===== src/rtl/add8_err_monitor.sv =====
// ---------------------------------------------------------------------------
// add8_err_monitor
//
// Purpose:
//   Error-characterisation stage that sits directly downstream of an 8-bit
//   approximate adder. Each accepted sample carries the operands A and B and
//   the adder's result O. The stage recomputes the exact sum A+B and
//   accumulates error statistics over a run of num_samples samples:
//   - sample count
//   - error-occurrence count
//   - sum of absolute error
//   - optional sum of squared error
//   - worst-case error, with the operands that first produced it
//
// Optional feature (macro ERR_SQ_EN):
//   When ERR_SQ_EN is defined, the SSE_W parameter, the sse port, the
//   (W+1)x(W+1) squared-error multiply and the sse accumulator exist.
//   When it is undefined they are absent. Everything else, including
//   timing, is identical in both builds.
//
// Ports:
//   clk          rising-edge clock for all logic
//   rst_n        synchronous active-low reset
//   start        one-cycle pulse: clear statistics and begin a run.
//                Honoured only in IDLE or DONE.
//   num_samples  run length; latched on an honoured start
//   s_valid      sample valid (input side)
//   s_ready      sample ready (output side); high exactly while in RUN
//   s_a, s_b     operands
//   s_o          approximate adder result (W+1 bits)
//   busy         high in RUN or DRAIN
//   done         high in DONE
//   sample_cnt   number of samples accumulated
//   err_cnt      number of samples with a nonzero error
//   sae          sum of |O - (A+B)|
//   sse          sum of (O - (A+B))^2  (ERR_SQ_EN builds only)
//   wce          maximum |error| seen so far
//   wce_a/wce_b  operands at the first occurrence of wce
//   dbg_state    current FSM state: 0 IDLE, 1 RUN, 2 DRAIN, 3 DONE
//
// Handshake:
//   A sample transfers on a rising edge where s_valid && s_ready.
//   s_valid may drop at any time and stay low for any number of cycles.
//   s_ready is decoded from the registered state. It therefore falls in
//   the cycle after the final accept, and it never depends on s_valid.
//
// Timing:
//   - Stage 1 registers the absolute error on the accept edge.
//   - Stage 2 folds that error into the statistics on the next edge.
//   - A sample's contribution is therefore visible two cycles after it
//     was accepted.
//   - DRAIN waits until both pipeline valid flags are clear. DONE follows
//     three edges after the final accept.
//   All accumulators saturate at all-ones instead of wrapping.
// ---------------------------------------------------------------------------
module add8_err_monitor #(
  parameter int W     = 8,
  parameter int CNT_W = 17,
  parameter int SAE_W = CNT_W + W + 1
`ifdef ERR_SQ_EN
  ,
  parameter int SSE_W = CNT_W + 2 * (W + 1)
`endif
) (
  input  logic             clk,
  input  logic             rst_n,
  input  logic             start,
  input  logic [CNT_W-1:0] num_samples,
  input  logic             s_valid,
  output logic             s_ready,
  input  logic [W-1:0]     s_a,
  input  logic [W-1:0]     s_b,
  input  logic [W:0]       s_o,
  output logic             busy,
  output logic             done,
  output logic [CNT_W-1:0] sample_cnt,
  output logic [CNT_W-1:0] err_cnt,
  output logic [SAE_W-1:0] sae,
`ifdef ERR_SQ_EN
  output logic [SSE_W-1:0] sse,
`endif
  output logic [W:0]       wce,
  output logic [W-1:0]     wce_a,
  output logic [W-1:0]     wce_b,
  output logic [1:0]       dbg_state
);

  typedef enum logic [1:0] {
    ST_IDLE  = 2'd0,
    ST_RUN   = 2'd1,
    ST_DRAIN = 2'd2,
    ST_DONE  = 2'd3
  } state_e;

  state_e state_q, state_d;

  // Run control
  logic [CNT_W-1:0] num_q;
  logic [CNT_W-1:0] acc_q;
  logic             accept;
  logic             start_run;
  logic             last_accept;

  // Stage 1
  logic             s1_v_q;
  logic [W-1:0]     s1_a_q;
  logic [W-1:0]     s1_b_q;
  logic [W:0]       s1_e_q;
  logic [W:0]       exact;
  logic signed [W+1:0] diff;
  logic [W:0]       e_d;

  // Stage 2
  logic             s2_v_q;
  logic [CNT_W-1:0] sample_cnt_q;
  logic [CNT_W-1:0] err_cnt_q;
  logic [SAE_W-1:0] sae_q;
  logic [W:0]       wce_q;
  logic [W-1:0]     wce_a_q;
  logic [W-1:0]     wce_b_q;
  logic [CNT_W:0]   cnt_sum;
  logic [CNT_W:0]   err_sum;
  logic [SAE_W:0]   sae_sum;
`ifdef ERR_SQ_EN
  logic [SSE_W-1:0] sse_q;
  logic [2*W+1:0]   sq;
  logic [SSE_W:0]   sse_sum;
`endif

  assign accept      = s_valid && s_ready;
  assign start_run   = start && ((state_q == ST_IDLE) || (state_q == ST_DONE));
  assign last_accept = accept && ((acc_q + CNT_W'(1)) == num_q);

  // ---------------------------------------------------------------- FSM
  // Process 1 of 3: state register.
  always_ff @(posedge clk) begin
    if (!rst_n) begin
      state_q <= ST_IDLE;
    end else begin
      state_q <= state_d;
    end
  end

  // Process 2 of 3: next-state logic.
  always_comb begin
    state_d = state_q;
    case (state_q)
      ST_IDLE, ST_DONE: begin
        if (start) begin
          // A zero-length run has nothing to accept.
          state_d = (num_samples == '0) ? ST_DRAIN : ST_RUN;
        end
      end
      ST_RUN: begin
        if (last_accept) state_d = ST_DRAIN;
      end
      ST_DRAIN: begin
        if (!s1_v_q && !s2_v_q) state_d = ST_DONE;
      end
      default: state_d = ST_IDLE;
    endcase
  end

  // Process 3 of 3: outputs decoded from the state register.
  always_comb begin
    s_ready = (state_q == ST_RUN);
    busy    = (state_q == ST_RUN) || (state_q == ST_DRAIN);
    done    = (state_q == ST_DONE);
  end

  assign dbg_state = state_q;

  // ------------------------------------------------------- run control
  always_ff @(posedge clk) begin
    if (!rst_n) begin
      num_q <= '0;
      acc_q <= '0;
    end else if (start_run) begin
      num_q <= num_samples;
      acc_q <= '0;
    end else if (accept) begin
      acc_q <= acc_q + CNT_W'(1);
    end
  end

  // ----------------------------------------------------------- stage 1
  // O is at most 2^(W+1)-1 and A+B is at most 2^(W+1)-2.
  // The signed difference therefore needs W+2 bits.
  // Its magnitude always fits in W+1 bits.
  always_comb begin
    exact = {1'b0, s_a} + {1'b0, s_b};
    diff  = $signed({1'b0, s_o}) - $signed({1'b0, exact});
    e_d   = diff[W+1] ? (W+1)'(-diff) : diff[W:0];
  end

  always_ff @(posedge clk) begin
    if (!rst_n) begin
      s1_v_q <= 1'b0;
      s1_a_q <= '0;
      s1_b_q <= '0;
      s1_e_q <= '0;
      s2_v_q <= 1'b0;
    end else begin
      s1_v_q <= accept;
      s2_v_q <= s1_v_q;
      if (accept) begin
        s1_a_q <= s_a;
        s1_b_q <= s_b;
        s1_e_q <= e_d;
      end
    end
  end

  // ----------------------------------------------------------- stage 2
  // Each sum carries one extra bit.
  // A set top bit means the accumulator would wrap, so it pins at all-ones.
  always_comb begin
    cnt_sum = {1'b0, sample_cnt_q} + (CNT_W+1)'(1);
    err_sum = {1'b0, err_cnt_q} + (CNT_W+1)'(s1_e_q != '0);
    sae_sum = {1'b0, sae_q} + (SAE_W+1)'(s1_e_q);
  end

`ifdef ERR_SQ_EN
  always_comb begin
    sq      = {{(W+1){1'b0}}, s1_e_q} * {{(W+1){1'b0}}, s1_e_q};
    sse_sum = {1'b0, sse_q} + (SSE_W+1)'(sq);
  end
`endif

  always_ff @(posedge clk) begin
    if (!rst_n) begin
      sample_cnt_q <= '0;
      err_cnt_q    <= '0;
      sae_q        <= '0;
      wce_q        <= '0;
      wce_a_q      <= '0;
      wce_b_q      <= '0;
    end else if (start_run) begin
      // A new run is only honoured once the pipeline is empty,
      // so clearing here cannot race a stage-2 update.
      sample_cnt_q <= '0;
      err_cnt_q    <= '0;
      sae_q        <= '0;
      wce_q        <= '0;
      wce_a_q      <= '0;
      wce_b_q      <= '0;
    end else if (s1_v_q) begin
      sample_cnt_q <= cnt_sum[CNT_W] ? '1 : cnt_sum[CNT_W-1:0];
      err_cnt_q    <= err_sum[CNT_W] ? '1 : err_sum[CNT_W-1:0];
      sae_q        <= sae_sum[SAE_W] ? '1 : sae_sum[SAE_W-1:0];
      // Strict compare: on a tie the first occurrence keeps its operands.
      if (s1_e_q > wce_q) begin
        wce_q   <= s1_e_q;
        wce_a_q <= s1_a_q;
        wce_b_q <= s1_b_q;
      end
    end
  end

`ifdef ERR_SQ_EN
  always_ff @(posedge clk) begin
    if (!rst_n) begin
      sse_q <= '0;
    end else if (start_run) begin
      sse_q <= '0;
    end else if (s1_v_q) begin
      sse_q <= sse_sum[SSE_W] ? '1 : sse_sum[SSE_W-1:0];
    end
  end

  assign sse = sse_q;
`endif

  assign sample_cnt = sample_cnt_q;
  assign err_cnt    = err_cnt_q;
  assign sae        = sae_q;
  assign wce        = wce_q;
  assign wce_a      = wce_a_q;
  assign wce_b      = wce_b_q;

endmodule


===== config.mk =====
export PLATFORM = sky130hd
export DESIGN_NAME = add8_err_monitor
export DESIGN_NICKNAME = d
export VERILOG_FILES = /design/src/rtl/add8_err_monitor.sv
export SDC_FILE = /design/constraint.sdc
export NUM_CORES = 1
export LEC_CHECK = 0
export ABC_CLOCK_PERIOD_IN_PS = 2700
export CAP_MARGIN = 20
export CORE_ASPECT_RATIO = 0.8
export CORE_UTILIZATION = 48
export DETAILED_ROUTE_END_ITERATION = 16
export GPL_TIMING_DRIVEN = 0
export HOLD_SLACK_MARGIN = 0.02
export PLACE_DENSITY_LB_ADDON = 0.08
export RECOVER_POWER = 25
export SETUP_SLACK_MARGIN = 0.05
export SLEW_MARGIN = 5
export SYNTH_ARGS = -nofsm -noshare
export SYNTH_HDL_FRONTEND = slang
export SYNTH_SLANG_ARGS = --single-unit

===== constraint.sdc =====
create_clock -name clk -period 2.7 [get_ports clk]
set_clock_uncertainty 0.15 [all_clocks]
set_input_delay 0.27 -clock clk [delete_from_list [all_inputs] [get_ports clk]]
set_output_delay 0.27 -clock clk [all_outputs]
set_load 0.05 [all_outputs]

==> results of run 1 <==
[cells by family after synthesis]
group | Yosys count | synth area share, %
AOI/OAI and AO/OA | 259 | 19.5
adders and majority gates | 46 | 8.15
xor gates and xnor gates | 81 | 8.99
muxes | 4 | 0.507
buffers and inverters | 95 | 4.60
and+or+nand+nor | 343 | 20.7
DFF | 148 | 37.5
[flip-flops by register name (all words and copies together), names as in the netlist, 2 cells and up]
| name | count |
|---|---|
| sample_cnt | 17 |
| err_cnt | 17 |
| acc_q | 17 |
| sae | 26 |
| num_q | 17 |
| wce_b | 8 |
| s1_e_q | 9 |
| s1_a_q | 8 |
| wce_a | 8 |
| s1_b_q | 8 |
| dbg_state | 2 |
| wce | 9 |
[what timing repair did]
| item | 4_1_cts | 5_1_grt |
|---|---|---|
| hold endpoints to repair | 1 | 3 |
| hold buffers | 1 | 3 |
| pin swaps | 41 | 45 |
| resized for setup | 92 | 53 |
| setup endpoints to repair | 64 | 59 |
| buffers inserted | 25 | 8 |
[path summary, 6_finish.rpt]
check / start / to / slack [ns] / cells after the start
worst max register to register: dbg_state[0]$_SDFFE_PN0P_ / dbg_state[1]$_SDFFE_PN0P_ / 0.12 / 9
worst max-delay path: s_o[0] / s1_e_q[8]$_SDFFE_PN0P_ / -0.19 / 14
worst min-delay path: s_a[0] / s1_a_q[0]$_SDFFE_PN0P_ / 0.06 / 4
worst min register to register: s1_a_q[2]$_SDFFE_PN0P_ / s1_a_q[2]$_SDFFE_PN0P_ / 0.30 / 2
[power groups by stage]
stage	combinational [mW]	sequential (mW)	clock, mW
CTS	2.24	2.48	2.51
global route	2.67	2.50	2.62
floorplan	1.33	2.57	0
finish	2.49	2.49	2.48
detailed placement	1.94	2.53	0
global placement	1.92	2.52	0
[per-stage QoR]
step	hold WS, ns	TNS, ns	cells	setup slack (ns)	utilization (%)
after floorplan	0.247	-0.0602	976	-0.0257	-
after global placement	0.293	-6.94	1326	-0.872	60.6
after detailed placement	0.296	-6.94	1326	-0.877	60.6
after CTS	0.0398	-0.0700	1383	-0.0700	67.6
after global routing	0.0768	-0.977	1392	-0.189	69.2
final	0.0607	-0.363	1392	-0.192	69.2
[area by class of cell]
type	count	area [um2]
fillers	1275	4910
plain buffers	46	191
multi-input cells	733	5110
inverters	47	180
clock buffers	23	509
clock inverters	9	115
flip-flops and latches	148	2980
well taps	215	269
repair buffers	171	1640
[critical path: stages]
cell      delay (ns)
buf_6           0.07
inv_2           0.03
fa_2            0.61
ha_4            0.17
nor2_4          0.04
fa_2            0.36
nand2b_4        0.17
buf_6           0.12
a21oi_4         0.17
o31a_1          0.24
a31oi_4         0.08
o41ai_2         0.39
xnor2_1         0.20
a21oi_1         0.09
[per-layer routing]
layer,GRT usage (%),vias to the layer above,wire (um)
met5,0,-,0
met3,6.52,50,1630
met1,35.5,3699,10600
li1,-,3803,-
met2,42.4,337,10300
met4,8.42,0,472
[cell usage after synthesis (3+ instances only)]
library cell    n
dfxtp_1       148
nor3_1         25
a21oi_1       126
and2_1          7
a311oi_1        4
or3_1           7
xor2_1         49
buf_1           3
a21o_1          5
and4_1          5
o21a_1          8
fa_1            9
nand3_1        57
clkbuf_1       40
nand4_1        12
nor4_1          9
xnor2_1        32
buf_2           4
or2_2           5
nand2_1       118
a211oi_1        4
o22ai_1         3
inv_1          46
o211ai_1        7
and3_1         13
nor2b_1         8
mux2i_1         4
nand2b_1        3
o21ai_0        59
a31oi_1         9
nor2_1         65
ha_1           37
nor3b_1         4
o21ai_1         3
==> run metrics, run 1 <==
status=finished, violations left; failing checks=negative setup slack; pwr/cell area=about 680 nW/um2; Max transition margin=56.1%; CORE AREA=15900 um2; Startpoint Class=input pin; TritonCTS clock tree=built; ys async rst share=0%; routed len/inst=around 17 um; fmax=~350 MHz; share of power burned in the clock network=33.3%; post-synthesis cell count=a little under 1000; commonest non-fill, non-tap cell in the layout=dfxtp_1; Finished Cell Area=11000 um2; Post-Place Cell Area=about 9600 um2; ys flop type=dfxtp_1; final period utilization=107%; effective utilization at floorplan=about half; Cell Rows=41; Ys Warns=0; commonest non-fill, non-tap cells in the layout=dfxtp_1, a21oi_1, clkdlybuf4s50_1, nand2_1, nor2_1; nets=1256; buffers added on ports=~140; syn_area_per_cell=approximately 8.1 um2; WP data required=around 2.8 ns; fin crit period=2.89 ns; final setup vio count=3; Leak=between 3 and 4 nW; initial DRC count=578; Net Sw Frac=a little over a third; largest net degree at the start of global routing=17; final-report hold violation count=0; Max Cap Viol=0; Synth area leaders=dfxtp_1, a21oi_1, ha_1, nand2_1, xor2_1; Tot Pwr=7.46 mW; full die area=17000 um2; Logic pwr share=about a third; sequential share of the synthesized area=a little under two fifths; Congestion Overflow GR=0; Num CTS Buffers=17; Placer Congestion=0.842; RSZ-0062 raised after global routing=yes; Worst-Margin Slew=roughly 0.66 ns; critical path type=in -> reg; io pins=around 140; crit-path max FO=3; setup ws final=-0.192 ns; post-synthesis cell type count=63; Seq cells post-synth=around 150; H-tree depth=4; # clock sinks=between 100 and 150; Clk Latency, worst-skew pair=0.42 ns; Final ANT Viol Nets=0; antenna cells=0; area grow syn2layout=39.3%; DR vias=between 7000 and 8000; crit path DAT=3.03 ns; Die X=~150 um; clock root cell=clkbuf_16; Yosys top cell by area=dfxtp_1; Max VDD drop=about 770 uV; Clock transition at path regs=approximately 0.060 ns; Post-Route WL=~23 mm; CP Capture Type=flop; dpl hpwl=15.3 mm; share of layout cells above drive strength 1=14.9%; drt pass-1 iters=5; Vias/cell=5.67; Die Y=between 100 and 150 um; Slew Viols, Final=0; initial antenna violation count=0; vias in the first global route=between 7000 and 8000; P_sw=between 2 and 3 mW; first-pass GRT wire length=roughly 36 mm; deepest clock path buffer count=2; GRT Total Usage=between 20% and 30%; area of the mapped netlist=~7900 um2; share of the synthesized area in the top cell type=a little under two fifths; syn nets=about 1100; Post-synth EDFFs=0; Remaining DRCs=0; Int Power=about 4.8 mW; Flop pwr share=about a third; Hold WC Path Type=in -> reg
Power figures use the tool's default switching activity.
==> inputs of run 2 (changes only) <==
CAP_MARGIN = 15   (was 20)
==> results of run 2 <==
No change in the layout: final DEF, timing and power equal those of run 1.
==> inputs of run 3 (changes only) <==
CORE_UTILIZATION = 35   (was 48)
PLACE_DENSITY_LB_ADDON = default   (was 0.08)
==> run metrics, run 3 (same netlist as run 1, synthesis figures left out) <==
commonest non-fill, non-tap cell in the layout=dfxtp_1; commonest non-fill, non-tap cells in the layout=dfxtp_1, a21oi_1, nand2_1, clkdlybuf4s50_1, nor2_1; Final ANT Viol Nets=0; Cell Rows=48; DR vias=~7500; Int Power=slightly below 5 mW; critical path type=in -> reg; initial antenna violation count=1; CORE AREA=between 20000 and 25000 um2; P_sw=approximately 2.5 mW; Die Y=roughly 140 um; pwr/cell area=between 600 and 700 nW/um2; Clk Latency, worst-skew pair=0.43 ns; Vias/cell=about 5; final-report hold violation count=0; Max Cap Viol=0; setup_tns=0 ns; Net Sw Frac=roughly 34%; fmax=373 MHz; vias in the first global route=7005; crit-path max FO=5; crit path DAT=between 2 and 3 ns; share of power burned in the clock network=about a third; dpl hpwl=between 15 and 20 mm; Tot Pwr=7.33 mW; fin crit period=around 2.7 ns; Logic pwr share=a little under a third; Hold WC Path Type=in -> reg; Max transition margin=between 50% and 60%; reg-to-reg endpoint=dbg_state[1]$_SDFFE_PN0P_; RSZ-0062 raised after global routing=yes; H-tree depth=4; effective utilization at floorplan=36.1%; Flop pwr share=about a third; routed len/inst=15.7 um; final core utilization=about half; # clock sinks=148; number of flip-flops under the largest register name=26; R2R setup slack=0.11 ns; area grow syn2layout=38.4%; Worst-Margin Slew=0.605 ns; Worst Setup SP=s_b[0]; Slew Viols, Final=0; Congestion Overflow GR=0; Startpoint Class=input pin; final period utilization=between 90% and 100%; Num CTS Buffers=17; io pins=~140; reg2reg path depth=9; CP Capture Type=flop; share of layout cells above drive strength 1=between 10% and 20%; Hold Path Depth=3; Max VDD drop=slightly below 600 uV; nets=around 1200; TritonCTS clock tree=built; Post-Route WL=23.0 mm; Leak=3.98 nW; clock root cell=clkbuf_16; first-pass GRT wire length=approximately 37 mm; drt pass-1 iters=5; reg2reg start=dbg_state[0]$_SDFFE_PN0P_; Clock transition at path regs=~0.06 ns; buffers added on ports=around 140; Hold EP=s1_b_q[5]$_SDFFE_PN0P_; Placer Congestion=approximately 0.84; largest net degree at the start of global routing=17; hold wc startpoint=s_b[5]; Remaining DRCs=0; status=finished, final reports clean; GRT Total Usage=around 20%; final setup vio count=0; deepest clock path buffer count=2; WP data required=between 2 and 3 ns; Die X=170 um; full die area=around 23000 um2; initial DRC count=~450
[run 3: how the worst max path moves through the flow]
stage | slack, ns | depth (start not counted) | end
4_1_cts | -0.03 | 12 | s1_e_q[8]$_SDFFE_PN0P_
5_1_grt | -0.09 | 13 | s1_e_q[7]$_SDFFE_PN0P_
2_1_floorplan | -0.03 | 11 | s1_e_q[7]$_SDFFE_PN0P_
6_report | 0.02 | 13 | s1_e_q[7]$_SDFFE_PN0P_
3_3_place_gp | -0.90 | 12 | s1_e_q[8]$_SDFFE_PN0P_
3_5_place_dp | -0.90 | 12 | s1_e_q[8]$_SDFFE_PN0P_
[run 3: worst max-delay path, cell delays in order]
cell and delay [ns]:
buf_6 0.10, fa_1 0.56, inv_1 0.07, ha_4 0.16, o211ai_1 0.32, nand2_2 0.13, buf_4 0.15, xor2_1 0.31
a211o_1 0.21, buf_6 0.13, nor2_1 0.04, a211o_1 0.29, a31oi_1 0.14
[run 3: repair_timing]
item                                   in CTS  in global routing
setup endpoints to repair                  66                 70
resized for setup                          82                 61
setup buffers                              13                  8
endpoints found under the hold margin       3                  1
pin swaps                                  32                 35
hold buffers                                3                  1
[run 3: area by class of cell]
| type | instances | area [um2] |
|---|---|---|
| Clock inverter | 7 | 118 |
| Sequential cell | 148 | 2980 |
| Fill cell | 2149 | 10900 |
| Tap cell | 300 | 375 |
| Antenna cell | 1 | 2.50 |
| Buffer | 46 | 199 |
| Multi-Input combinational cell | 733 | 5020 |
| Timing Repair Buffer | 160 | 1530 |
| Clock buffer | 23 | 509 |
| Inverter | 47 | 180 |
[run 3: through the flow]
step                      hold slack [ns]  cells  area (um2)  worst slack [ns]
after floorplan                     0.247    976        8010           -0.0257
after global placement              0.293   1411        9740            -0.898
after detailed placement            0.294   1411        9740            -0.905
after CTS                          0.0489   1456       10700           -0.0337
after global routing                0.116   1465       10900           -0.0885
final                               0.101   1465       10900            0.0218
[run 3: metal layers]
layer | share of wire (%) | GRT usage [%] | wire length [um] | vias to the layer above
met5 | 0 | 0 | 0 | -
met4 | 0.87 | 4.55 | 199 | 0
met3 | 6.0 | 4.48 | 1370 | 18
met2 | 41 | 29.6 | 9420 | 203
met1 | 52 | 30.0 | 12000 | 3541
li1 | - | - | - | 3786
[run 3: power by group through the flow]
stage / combinational, mW / clock, mW / sequential, mW
2_1_floorplan: 1.33 / 0 / 2.57
3_3_place_gp: 1.95 / 0 / 2.53
3_5_place_dp: 1.97 / 0 / 2.53
4_1_cts: 2.17 / 2.58 / 2.49
5_1_grt: 2.53 / 2.65 / 2.51
6_report: 2.32 / 2.53 / 2.49
